`src/rtl/seconds_pkg.sv`:
```
// rtl/seconds_pkg.sv - shared count limits and state type for the seconds counter
package seconds_pkg;

  localparam int MAX_COUNT = 59;
  localparam int COUNT_W   = 6;

  typedef enum logic [1:0] {
    IDLE  = 2'd0,
    RUN   = 2'd1,
    PAUSE = 2'd2
  } state_t;

  // True when a count value lies inside the legal 0..MAX_COUNT window.
  function automatic logic count_in_range(input logic [COUNT_W-1:0] value);
    return value <= COUNT_W'(MAX_COUNT);
  endfunction

endpackage

```
`src/rtl/tick_prescaler.sv`:
```
// rtl/tick_prescaler.sv - divide-by-DIV prescaler producing the count step strobe
module tick_prescaler #(
  parameter int DIV = 50_000_000
) (
  input  logic Clock,
  input  logic Resetn,
  input  logic en,
  input  logic clr,
  output logic tick
);

  localparam int           W    = $clog2(DIV);
  localparam logic [W-1:0] LAST = W'(DIV - 1);

  logic [W-1:0] cnt;

  // The step fires in the same cycle the counter rolls over, so the parent can
  // register count/tick/wrap on that very edge; a clear suppresses the step.
  assign tick = en && !clr && (cnt == LAST);

  // Count 0..DIV-1 while enabled, hold while disabled, clear has priority.
  always_ff @(posedge Clock or negedge Resetn) begin
    if (!Resetn) begin
      cnt <= '0;
    end else if (clr) begin
      cnt <= '0;
    end else if (en) begin
      cnt <= (cnt == LAST) ? '0 : cnt + W'(1);
    end
  end

endmodule

```
`src/rtl/seconds_counter.sv`:
```
// rtl/seconds_counter.sv - run/pause/clear seconds counter 0..59; SECONDS_COUNTDOWN_EN selects counting down
module seconds_counter
  import seconds_pkg::*;
#(
  parameter int DIV = 50_000_000
) (
  input  logic               Clock,
  input  logic               Resetn,
  input  logic [1:0]         KEY,
  output logic [COUNT_W-1:0] count,
  output logic               running,
  output logic               tick,
  output logic               wrap
);

  localparam logic [COUNT_W-1:0] TOP = COUNT_W'(MAX_COUNT);

`ifdef SECONDS_COUNTDOWN_EN
  localparam logic [COUNT_W-1:0] HOME = TOP;
`else
  localparam logic [COUNT_W-1:0] HOME = '0;
`endif

  logic [1:0]         key_s1;
  logic [1:0]         key_s2;
  logic [1:0]         key_d;
  logic [1:0]         press;
  logic               run_press;
  logic               clr_press;
  logic               step;
  logic               at_wrap;
  logic [COUNT_W-1:0] step_value;
  state_t             state;

  // Two-flop synchronizers plus one history flop for falling-edge detection;
  // all reset to 1 so held-down keys during reset are seen as fresh presses.
  always_ff @(posedge Clock or negedge Resetn) begin
    if (!Resetn) begin
      key_s1 <= 2'b11;
      key_s2 <= 2'b11;
      key_d  <= 2'b11;
    end else begin
      key_s1 <= KEY;
      key_s2 <= key_s1;
      key_d  <= key_s2;
    end
  end

  // A press is a high-to-low transition of the synchronized key; it lasts one cycle.
  assign press     = key_d & ~key_s2;
  assign run_press = press[0];
  assign clr_press = press[1];

`ifdef SECONDS_COUNTDOWN_EN
  assign at_wrap    = (count == '0);
  assign step_value = at_wrap ? TOP : count - COUNT_W'(1);
`else
  assign at_wrap    = (count == TOP);
  assign step_value = at_wrap ? '0 : count + COUNT_W'(1);
`endif

  tick_prescaler #(
    .DIV (DIV)
  ) u_prescaler (
    .Clock  (Clock),
    .Resetn (Resetn),
    .en     (state == RUN),
    .clr    (clr_press || (state == IDLE)),
    .tick   (step)
  );

  // Mode FSM with registered outputs; clear beats everything, a step taken in
  // the same cycle as a run press still lands before the pause.
  always_ff @(posedge Clock or negedge Resetn) begin
    if (!Resetn) begin
      state   <= IDLE;
      count   <= HOME;
      running <= 1'b0;
      tick    <= 1'b0;
      wrap    <= 1'b0;
    end else begin
      tick <= 1'b0;
      wrap <= 1'b0;
      if (clr_press) begin
        state   <= IDLE;
        count   <= HOME;
        running <= 1'b0;
      end else begin
        if (!count_in_range(count)) begin
          count <= HOME;
        end else if (state == IDLE) begin
          count <= HOME;
        end else if (step) begin
          count <= step_value;
          tick  <= 1'b1;
          wrap  <= at_wrap;
        end
        case (state)
          IDLE: begin
            if (run_press) begin
              state   <= RUN;
              running <= 1'b1;
            end
          end
          RUN: begin
            if (run_press) begin
              state   <= PAUSE;
              running <= 1'b0;
            end
          end
          PAUSE: begin
            if (run_press) begin
              state   <= RUN;
              running <= 1'b1;
            end
          end
          default: begin
            state   <= IDLE;
            count   <= HOME;
            running <= 1'b0;
          end
        endcase
      end
    end
  end

endmodule

```
`config.mk`:
```
export PLATFORM = sky130hd
export DESIGN_NAME = seconds_counter
export DESIGN_NICKNAME = d
export VERILOG_FILES = /design/src/rtl/seconds_pkg.sv /design/src/rtl/tick_prescaler.sv /design/src/rtl/seconds_counter.sv
export SDC_FILE = /design/constraint.sdc
export NUM_CORES = 1
export LEC_CHECK = 0
export BUFFER_PORTS_ARGS = -buffer_cell sky130_fd_sc_hd__buf_2
export CAP_MARGIN = 20
export CORE_UTILIZATION = 40
export DETAILED_ROUTE_END_ITERATION = 7
export HOLD_SLACK_MARGIN = 0.06
export PLACE_DENSITY = 0.67
export REMOVE_ABC_BUFFERS = 1
export SETUP_SLACK_MARGIN = 0.3
export SLEW_MARGIN = 25
export SYNTH_ARGS = -nofsm -noshare
export SYNTH_HDL_FRONTEND = slang
export SYNTH_SLANG_ARGS = --single-unit
```
`constraint.sdc`:
```
create_clock -name Clock -period 4.5 [get_ports Clock]
set_clock_uncertainty 0.05 [all_clocks]
set_input_delay 0.45 -clock Clock [delete_from_list [all_inputs] [get_ports Clock]]
set_output_delay 0.45 -clock Clock [all_outputs]
set_load 0.02 [all_outputs]
```
==> summary.md <==
| Metric | Value |
|---|---|
| Mapped Cells | 270 |
| Proportion of synthesized area in mux cells | 2.15% |
| CTS buffer count | 5 |
| Class of the most critical setup path | register to register |
| Die area | 6280 um^2 |
| Cell taking the most area after synthesis | dfrtp_1 |
| Leak pwr | 0.984 nW |
| Xor/xnor share of the synthesized area | 0.734% |
| Status | complete, no violations |
| Setup Viol. Count Final | 0 |
| Cell family contributing the most delay on the critical path | simple AND/OR/NAND/NOR gates |
| Distinct cells, synth | 46 |
| Commonest cells in the netlist | dfrtp_1 (36), nand2_1 (28), a31oi_1 (22), nand3_1 (21) |
| Yosys reg bits | 42 |
| CP Cell Sequence | ha_1 > nand3_2 > nor2_1 > nand4_1 > buf_4 > a31oi_1 > mux2i_1 |
| Mean routed wirelength per cell | 15.8 um |
| GRT Total Usage | 19.2% |
| Worst EP required | 4620 ps |
| Iter 0 DRT Violations | 172 |
| Row count | 27 |
| Post-synth top flop | dfrtp_1 |
| Fin crit period | 2630 ps |
| Grt ovf | 0 |
| Worst-path clk slew | 90 ps |
| Starting Density | 42.3% |
| Syn avg cell area | 8.84 um^2 |
| Boundary Pins | 13 |
| PortBufs | 12 |
| Crit path DAT | 2750 ps |
| CP max FO | 33 |
| CTS H-Tree Depth | 2 |
| Synth top area cells | dfrtp_1 (38%), dfstp_2 (6.6%), a31oi_1 (5.8%) |
| Post-CTS Setup Bufs | 0 |
| Synth Area in Simple Gates | 32.9% |
| Placeable Area | 5640 um^2 |
| Syn Std Cell Area | 2390 um^2 |
| Compound-gate portion of the synthesized area | 14.7% |
| CTS Buffer Depth | 2 |
| Place WS | 1930 ps |
| Adder-cell share of the synthesized area | 1.05% |
| Area Growth Syn to Fin | 9.22% |
| Fin nets | 281 |
| Clock latency on the worst-skew pair | 300 ps |
| RSZ-0062 raised after global routing | false |
| Highest metal used | met4 |
| # fillers | 534 |
| Antenna viol nets, final | 0 |
| Crit share post-route | 58.5% |
| Final GP Congestion | 0.815 |
| Buf/Inv on CP | 1 |
| CTS tree | done |
| Setup ws final | 1870 ps |
| Pin slew with the least headroom to its limit | 705 ps |
| DRC viols | 0 |
| First-pass GRT wire length | 9.38 mm |
| Antenna violations before repair | 0 |
| Area occupied by multi-input gates | 1240 um^2 |
| EDFF count, synth | 0 |
| DRT Wirelength | 5.48 mm |
| R2r startpoint | u_prescaler.cnt[0]$_DFFE_PN0P_ |
| Clock root cell | clkbuf_8 |
| Die W | 79.3 um |
| CP endpoint kind | register |
| Fin. max-slew vios | 0 |
| Worst reg2reg setup slack | 1870 ps |
| DIE HEIGHT | 79.3 um |
| Cts repair resizes | 0 |
| FF+latch area | 1060 um^2 |
| Ant. Diodes | 0 |
| Hold/Removal Path Class | primary input to asynchronous set/reset pin |
| DRT Pass-1 Iters | 5 |
| Synth top area share | 37.7% |
| Peak supply drop | 0.244 mV |
| Setup TNS | 0 ps |
| CP Launch Type | register |
| Met1 Wirelength | 2.58 mm |
| Vias per cell | 6.17 |
| Seq/Total Area, Yosys | 44.3% |
| Slew headroom | 53.0% |
| Top-count cell post-synth | dfrtp_1 |
| Worst path max stage delay | 510 ps |
| Max Cap Viol | 0 |
| Pwr Total | 0.000791 W |
| Met3 WL | 241 um |
| Met2 wire length | 2.61 mm |
| Clk sinks | 42 |
| CTS Hold Bufs | 0 |
| Vias in the first global route | 1967 |
| Async SR Flop Fraction | 100% |
| Final Hold Vio Count | 0 |
| Main combinational cell family by area after synthesis | simple AND/OR/NAND/NOR gates |
| Syn. warnings | 0 |
| Pwr Density | 304 nW/um^2 |
| Layout cells sized above 1 | 13.4% |
| Crit-path slowest cell | nor2_1 |
| Crit path launch | u_prescaler.cnt[0]$_DFFE_PN0P_ |
| Largest net degree at the start of global routing | 43 |
| Fmax | 380 MHz |
| Vias | 2147 |
| DP Wirelength | 3.73 mm |
## routing by layer
metal	global-route usage, %	up-vias
li1	-	1034
met4	6.18	0
met3	3.10	4
met5	0	-
met2	30.7	64
met1	26.5	1045
## report_power, final
group          internal, W  total (W)  switching, W
Clock             0.000166   0.000297      0.000132
Combinational    0.0000276  0.0000907     0.0000632
Sequential        0.000387   0.000404     0.0000165
Total             0.000580   0.000791      0.000211
## sequential cells by signal, summed over array words and instances (netlist names)
signal	flops
wrap	1
u_prescaler.cnt	26
key_s2	2
key_s1	2
tick	1
state	2
count	6
key_d	2
## cells in the final DEF (no fill, tap or decap), drive strengths merged, types with 2 or more instances in the layout
cell     count
and2         4
nor3         9
xnor2        2
dfstp        6
buf         14
nand3b       4
mux2i        4
nor2b        3
nor4         5
ha           2
a41oi        3
a32oi        2
nand2b       4
nor2        16
nand2       28
a31oi       22
inv          9
o21ai       11
and3         6
clkbuf       6
nand3       23
a21oi       10
or4          7
a21o         3
nand4       17
dfrtp       36
o2111ai      2
and4         4
or3          3
## path summary, 6_finish.rpt
kind	end	cells after the start
hold / removal	u_prescaler.cnt[23]$_DFFE_PN0P_	1
max in group asynchronous	key_d[0]$_DFF_PN1_	1
min in group Clock	key_s1[0]$_DFF_PN1_	1
hold reg to reg	key_s2[0]$_DFF_PN1_	0
setup reg to reg	u_prescaler.cnt[13]$_DFFE_PN0P_	7
setup / recovery	u_prescaler.cnt[13]$_DFFE_PN0P_	7
## cell families (layout without fill, tap and decap cells)
logic type | after synthesis | count (layout)
simple gates | 138 | 138
compound gates | 56 | 56
flops | 42 | 42
buf+inv | 25 | 31
mux | 5 | 5
fa+ha+maj | 2 | 2
xor+xnor | 2 | 2
## area by class of cell
| cell class | count | area share (%) |
|---|---|---|
| Multi-Input combinational cell | 203 | 47.5 |
| Timing Repair Buffer | 14 | 2.98 |
| Inverter | 9 | 1.30 |
| Sequential cell | 42 | 40.6 |
| Tap cell | 72 | 3.45 |
| Clock inverter | 2 | 1.44 |
| Clock buffer | 6 | 2.78 |
## worst reg2reg max path, stage by stage (launching register included)
cell and delay [ps]:
dfrtp_1 420, ha_1 250, nand3_2 110, nor2_1 510
nand4_1 450, buf_4 380, a31oi_1 230, mux2i_1 110
## per-stage QoR
stage                     cell area (um^2)  hold slack (ps)  utilization, %  std cells
final                                 2610             74.2            46.2        348
after global routing                  2610              117            46.2        348
after CTS                             2600              192            46.1        348
after detailed placement              2490              300            44.1        340
after global placement                2490              297            44.1        340
after floorplan                       2320              104               -        254
(Power assumes the default switching activity.)
